===== src/rtl/ip_tx_arbiter.sv =====
// ip_tx_arbiter
//   Shares one IP header generator among NUM_REQ requesters. For each packet, a
//   round-robin grant is chosen in IDLE. The granted length beat is forwarded to
//   the header generator, and the generated header bytes are passed through to
//   the output. The granted requester's payload bytes follow on the same output.
//   One IDLE cycle separates consecutive packets.
//
// Ports
//   clk, sresetn                  clock, asynchronous active-low reset
//   req_len_*  (per requester)    payload-length beat (one beat per packet)
//   req_protocol, req_dest_ip     per-requester header fields
//   pay_i_*    (per requester)    byte-wide payload stream
//   hdr_len_*                     length stream towards the header generator
//   hdr_protocol, hdr_dest_ip     registered header fields of the granted requester
//   hdr_i_*                       header bytes from the header generator
//   axis_o_*                      framed packet output (header, then payload)
module ip_tx_arbiter #(
    parameter int NUM_REQ = 2
) (
    input  logic                    clk,
    input  logic                    sresetn,
    output logic [NUM_REQ-1:0]      req_len_tready,
    input  logic [NUM_REQ-1:0]      req_len_tvalid,
    input  logic [NUM_REQ-1:0]      req_len_tlast,
    input  logic [16*NUM_REQ-1:0]   req_len_tdata,
    input  logic [8*NUM_REQ-1:0]    req_protocol,
    input  logic [32*NUM_REQ-1:0]   req_dest_ip,
    output logic [NUM_REQ-1:0]      pay_i_tready,
    input  logic [NUM_REQ-1:0]      pay_i_tvalid,
    input  logic [NUM_REQ-1:0]      pay_i_tlast,
    input  logic [8*NUM_REQ-1:0]    pay_i_tdata,
    input  logic                    hdr_len_tready,
    output logic                    hdr_len_tvalid,
    output logic                    hdr_len_tlast,
    output logic [15:0]             hdr_len_tdata,
    output logic [7:0]              hdr_protocol,
    output logic [31:0]             hdr_dest_ip,
    output logic                    hdr_i_tready,
    input  logic                    hdr_i_tvalid,
    input  logic                    hdr_i_tlast,
    input  logic [7:0]              hdr_i_tdata,
    input  logic                    axis_o_tready,
    output logic                    axis_o_tvalid,
    output logic                    axis_o_tlast,
    output logic [7:0]              axis_o_tdata
);

    localparam int GW = (NUM_REQ > 1) ? $clog2(NUM_REQ) : 1;

    typedef enum logic [1:0] {IDLE, LEN, HDR, PAY} state_t;

    state_t          state_q, state_d;
    logic [GW-1:0]   grant_q, grant_d;
    logic [GW-1:0]   last_grant_q, last_grant_d;
    logic [7:0]      hdr_protocol_q, hdr_protocol_d;
    logic [31:0]     hdr_dest_ip_q, hdr_dest_ip_d;

    // Per-requester views of the flattened buses
    logic [15:0]     len_arr   [NUM_REQ];
    logic [7:0]      proto_arr [NUM_REQ];
    logic [31:0]     dest_arr  [NUM_REQ];
    logic [7:0]      pay_arr   [NUM_REQ];

    // The length stream is single-beat by construction, so its tlast carries no information.
    logic            unused_len_tlast;
    assign unused_len_tlast = ^req_len_tlast;

    genvar gi;
    generate
        for (gi = 0; gi < NUM_REQ; gi++) begin : g_req
            assign len_arr[gi]   = req_len_tdata[16*gi +: 16];
            assign proto_arr[gi] = req_protocol[8*gi +: 8];
            assign dest_arr[gi]  = req_dest_ip[32*gi +: 32];
            assign pay_arr[gi]   = pay_i_tdata[8*gi +: 8];
            assign req_len_tready[gi] = (state_q == LEN) && (grant_q == GW'(gi)) && hdr_len_tready;
            assign pay_i_tready[gi]   = (state_q == PAY) && (grant_q == GW'(gi)) && axis_o_tready;
        end
    endgenerate

    // Round-robin search starting one past the last completed grant.
    // last_grant + k never reaches 2*NUM_REQ, so a single wrap subtraction suffices.
    logic            arb_found;
    logic [GW-1:0]   arb_idx;
    logic [GW:0]     cand;

    always_comb begin
        arb_found = 1'b0;
        arb_idx   = last_grant_q;
        cand      = '0;
        for (int k = 1; k <= NUM_REQ; k++) begin
            cand = {1'b0, last_grant_q} + (GW+1)'(k);
            if (cand >= (GW+1)'(NUM_REQ)) begin
                cand = cand - (GW+1)'(NUM_REQ);
            end
            if (!arb_found && req_len_tvalid[cand[GW-1:0]]) begin
                arb_found = 1'b1;
                arb_idx   = cand[GW-1:0];
            end
        end
    end

    always_ff @(posedge clk or negedge sresetn) begin
        if (!sresetn) begin
            state_q        <= IDLE;
            grant_q        <= '0;
            last_grant_q   <= GW'(NUM_REQ - 1);
            hdr_protocol_q <= '0;
            hdr_dest_ip_q  <= '0;
        end else begin
            state_q        <= state_d;
            grant_q        <= grant_d;
            last_grant_q   <= last_grant_d;
            hdr_protocol_q <= hdr_protocol_d;
            hdr_dest_ip_q  <= hdr_dest_ip_d;
        end
    end

    // Next state and pass-through outputs
    always_comb begin
        state_d        = state_q;
        grant_d        = grant_q;
        last_grant_d   = last_grant_q;
        hdr_protocol_d = hdr_protocol_q;
        hdr_dest_ip_d  = hdr_dest_ip_q;
        hdr_len_tvalid = 1'b0;
        hdr_len_tlast  = 1'b0;
        hdr_len_tdata  = '0;
        hdr_i_tready   = 1'b0;
        axis_o_tvalid  = 1'b0;
        axis_o_tlast   = 1'b0;
        axis_o_tdata   = '0;
        case (state_q)
            IDLE: begin
                if (arb_found) begin
                    grant_d        = arb_idx;
                    hdr_protocol_d = proto_arr[arb_idx];
                    hdr_dest_ip_d  = dest_arr[arb_idx];
                    state_d        = LEN;
                end
            end
            LEN: begin
                hdr_len_tvalid = 1'b1;
                hdr_len_tlast  = 1'b1;
                hdr_len_tdata  = len_arr[grant_q];
                if (hdr_len_tready) begin
                    state_d = HDR;
                end
            end
            HDR: begin
                axis_o_tvalid = hdr_i_tvalid;
                axis_o_tdata  = hdr_i_tdata;
                hdr_i_tready  = axis_o_tready;
                if (hdr_i_tvalid && axis_o_tready && hdr_i_tlast) begin
                    state_d = PAY;
                end
            end
            PAY: begin
                axis_o_tvalid = pay_i_tvalid[grant_q];
                axis_o_tlast  = pay_i_tlast[grant_q];
                axis_o_tdata  = pay_arr[grant_q];
                if (pay_i_tvalid[grant_q] && axis_o_tready && pay_i_tlast[grant_q]) begin
                    last_grant_d = grant_q;
                    state_d      = IDLE;
                end
            end
            default: state_d = IDLE;
        endcase
    end

    assign hdr_protocol = hdr_protocol_q;
    assign hdr_dest_ip  = hdr_dest_ip_q;

endmodule


===== config.mk =====
export PLATFORM = sky130hd
export DESIGN_NAME = ip_tx_arbiter
export DESIGN_NICKNAME = d
export VERILOG_FILES = /design/src/rtl/ip_tx_arbiter.sv
export SDC_FILE = /design/constraint.sdc
export NUM_CORES = 1
export LEC_CHECK = 0
export ABC_AREA = 1
export CAP_MARGIN = 20
export CORE_AREA = 2 2 86 88
export DETAILED_ROUTE_END_ITERATION = 8
export DIE_AREA = 0 0 88 90
export DONT_BUFFER_PORTS = 1
export GPL_ROUTABILITY_DRIVEN = 0
export SKIP_CTS_REPAIR_TIMING = 1
export SLEW_MARGIN = 40
export SYNTH_ARGS = -nofsm -noshare
export SYNTH_HDL_FRONTEND = slang
export SYNTH_SLANG_ARGS = --single-unit

===== constraint.sdc =====
create_clock -name clk -period 4.5 [get_ports clk]
set_clock_uncertainty 0.2 [all_clocks]
set_input_delay 0.9 -clock clk [delete_from_list [all_inputs] [get_ports clk]]
set_output_delay 0.9 -clock clk [all_outputs]
set_load 0.05 [all_outputs]

==> run metrics <==
status=finished clean; layout filler cell count=730; Rel. slew slack=between 40% and 50%; Port-buffer cells=0; final WL=between 6000 and 7000 µm; Placed Cells incl. Taps=484; mux contribution to synthesized area=0%; main area contributors after synthesis=dfrtp_1 (40%), nand2_1 (20%), o21ai_0 (14%), nand3_1 (8.1%), inv_1 (6.7%); Worst EP arrival=about 2.4 ns; crit path max-delay cell type=ha_2; # nets final=about 550; setup TNS=0 ns; Worst setup SP type=flip-flop; fin crit share=between 70% and 80%; Clock Sink Count=44; critical path endpoint category=primary output; gr ovfl total=0; IO Pins=~220; Synth area leader=dfrtp_1; CP delay by family, top=adder cells; largest family of logic cells by synthesized area=simple AND/OR/NAND/NOR gates; sequential cell area=0.00110 mm²; Final HPWL DP=~5300 µm; final hold slack=approximately 0.09 ns; Initial Util=38.5%; distinct cell type count of the synthesized netlist=17; sequential share of the synthesized area=about 41%; Data required, critical path=around 3.4 ns; area occupied by multi-input gates=between 0.001 and 0.0015 mm²; Leak Pwr=1.50 nW; Compound-Gate Fraction of Synth Area=16.0%; FF+latch count, synth=44; Max-Cap Viols=0; fmax=between 200 and 300 MHz; setup ws final=a little over 1 ns; antenna viol nets, final=0; Place WS=roughly 1.3 ns; worst skew pair latency=about 0.28 ns; clk buf depth=2; R2R depth=8; final worst path period need=approximately 3.5 ns; CTS buffer count=5; die extent in y=roughly 90 µm; fin cells=493; Synth Area in Simple Gates=between 20% and 30%; first-pass GRT wire length=slightly above 10,000 µm; Critical Path Max Stage Delay=0.67 ns; reg2reg start=state_q[1]; site row count=31; end of the critical path=hdr_len_tdata[9]; share of the synthesized area in the top cell type=approximately 40%; synth warn=0; Peak VDD IR=about 0.35 mV; Final Hold Viols=0; Vias/cell=around 5; Die X=just under 90 µm; Root Driver=clkbuf_8; Worst Path Buf+Inv=2; cells along the critical path=inv_1 > ha_2 > buf_4 > nand3_1 > nand2_1; diode count=0; layout cells sized above 1=5.08%; TritonRoute pass-1 iters=4; Mapped Nets=between 500 and 600; RSZ-0062 raised after global routing=no; via count=around 2,400; worst min-delay path class=in2async; WP depth=5; CTS tree=yes; H-tree Lvls=2; capturing point of the worst reg2reg path=state_q[1]; worst slew pin tran=~0.9 ns; core area=between 0.007 and 0.008 mm²; power per cell area=between 900 and 1000 mW/mm²; drc violations=0; clock slew at the register clock pins of the worst setup and hold paths=0.09 ns; Syn Area/Cell=6.66 µm²; All-Layer GR Usage=roughly 16%; R2R Setup Slk=around 2.6 ns; crit path max fanout=28; XOR/XNOR Fraction of Synth Area=0%; vias in the first global route=between 2,000 and 2,500; area grow syn2layout=6.76%; Crit. Startpoint=state_q[1]; Final Max Tran Viols=0; Final Setup Violations=0; pin count of the biggest net entering global routing=between 40 and 50; wire per inst=~14 µm; critical path class=reg2out; Post-Syn Instances=between 400 and 500; drt first-iter violations=66; area of the die=roughly 0.0079 mm²; Post-Syn Area=approximately 0.0027 mm²; Synth Area in Adders=2.31%; initial antenna violation count=0
final cells by class:
class                      count  area share [%]
timing repair buffer           6            2.08
tap                           99            4.29
inverter                      48            6.24
clock buffer                   7            2.99
clock inverter                 1           0.260
multi-input combinational    288            45.9
sequential                    44            38.2
per-stage QoR:
step	util [%]	instance area, µm²	power [mW]
global placement	39.3	2760	2.59
finish	41.1	2890	2.87
global route	41.1	2890	3.09
CTS	40.8	2870	2.89
floorplan	-	2700	2.43
detailed placement	39.5	2770	2.63
metal layers:
metal	track usage, %	vias up	share of wire, %
met4	5.51	0	2.1
li1	-	1251	-
met5	0	-	0
met2	29.5	140	50
met1	17.4	1026	39
met3	5.05	15	9.7
registers in the layout (all words and copies together) (netlist names):
name and count:
state_q 2, grant_q 1, last_grant_q 1, hdr_protocol 8, hdr_dest_ip 32
worst min path at each step:
| stage | end | cells past startpoint |
|---|---|---|
| after floorplan | last_grant_q | 2 |
| after global placement | state_q[1] | 2 |
| after detailed placement | state_q[1] | 2 |
| after CTS | hdr_dest_ip[4] | 0 |
| after global routing | hdr_dest_ip[4] | 0 |
| final | hdr_dest_ip[3] | 0 |
layout by cell type, fill, tap and decap left out, types with 2 or more instances in the layout:
cell type  netlist  routed
inv_1           48      48
nor2_2           0       2
nor2_1           5       3
dfrtp_1         43      43
o21ai_1          9       9
buf_8            0       2
o21ai_4          0       2
nand2_1        146     146
buf_4            1       4
clkbuf_8         0       6
ha_1             5       4
nand3_1         44      44
o21ai_0         74      74
power by group:
part           total, mW  switching, mW  internal [mW]  leakage (nW)
logic               1.23          0.938          0.288         0.921
registers           1.38          0.793          0.590         0.534
clock network      0.259          0.134          0.125        0.0445
logic make-up after synthesis:
group | count (synthesis)
compound gates | 85
buf+inv | 74
fa+ha+maj | 5
simple gates | 198
flops | 44
synth_stat cells, drive strengths merged:
library cell,instances
and2,1
buf,16
clkbuf,10
dfrtp,43
dfstp,1
ha,5
inv,48
nand2,146
nand3,44
nor2,5
nor3b,1
o21ai,85
or2,1
Note: power is estimated with default switching activity, not from simulation.
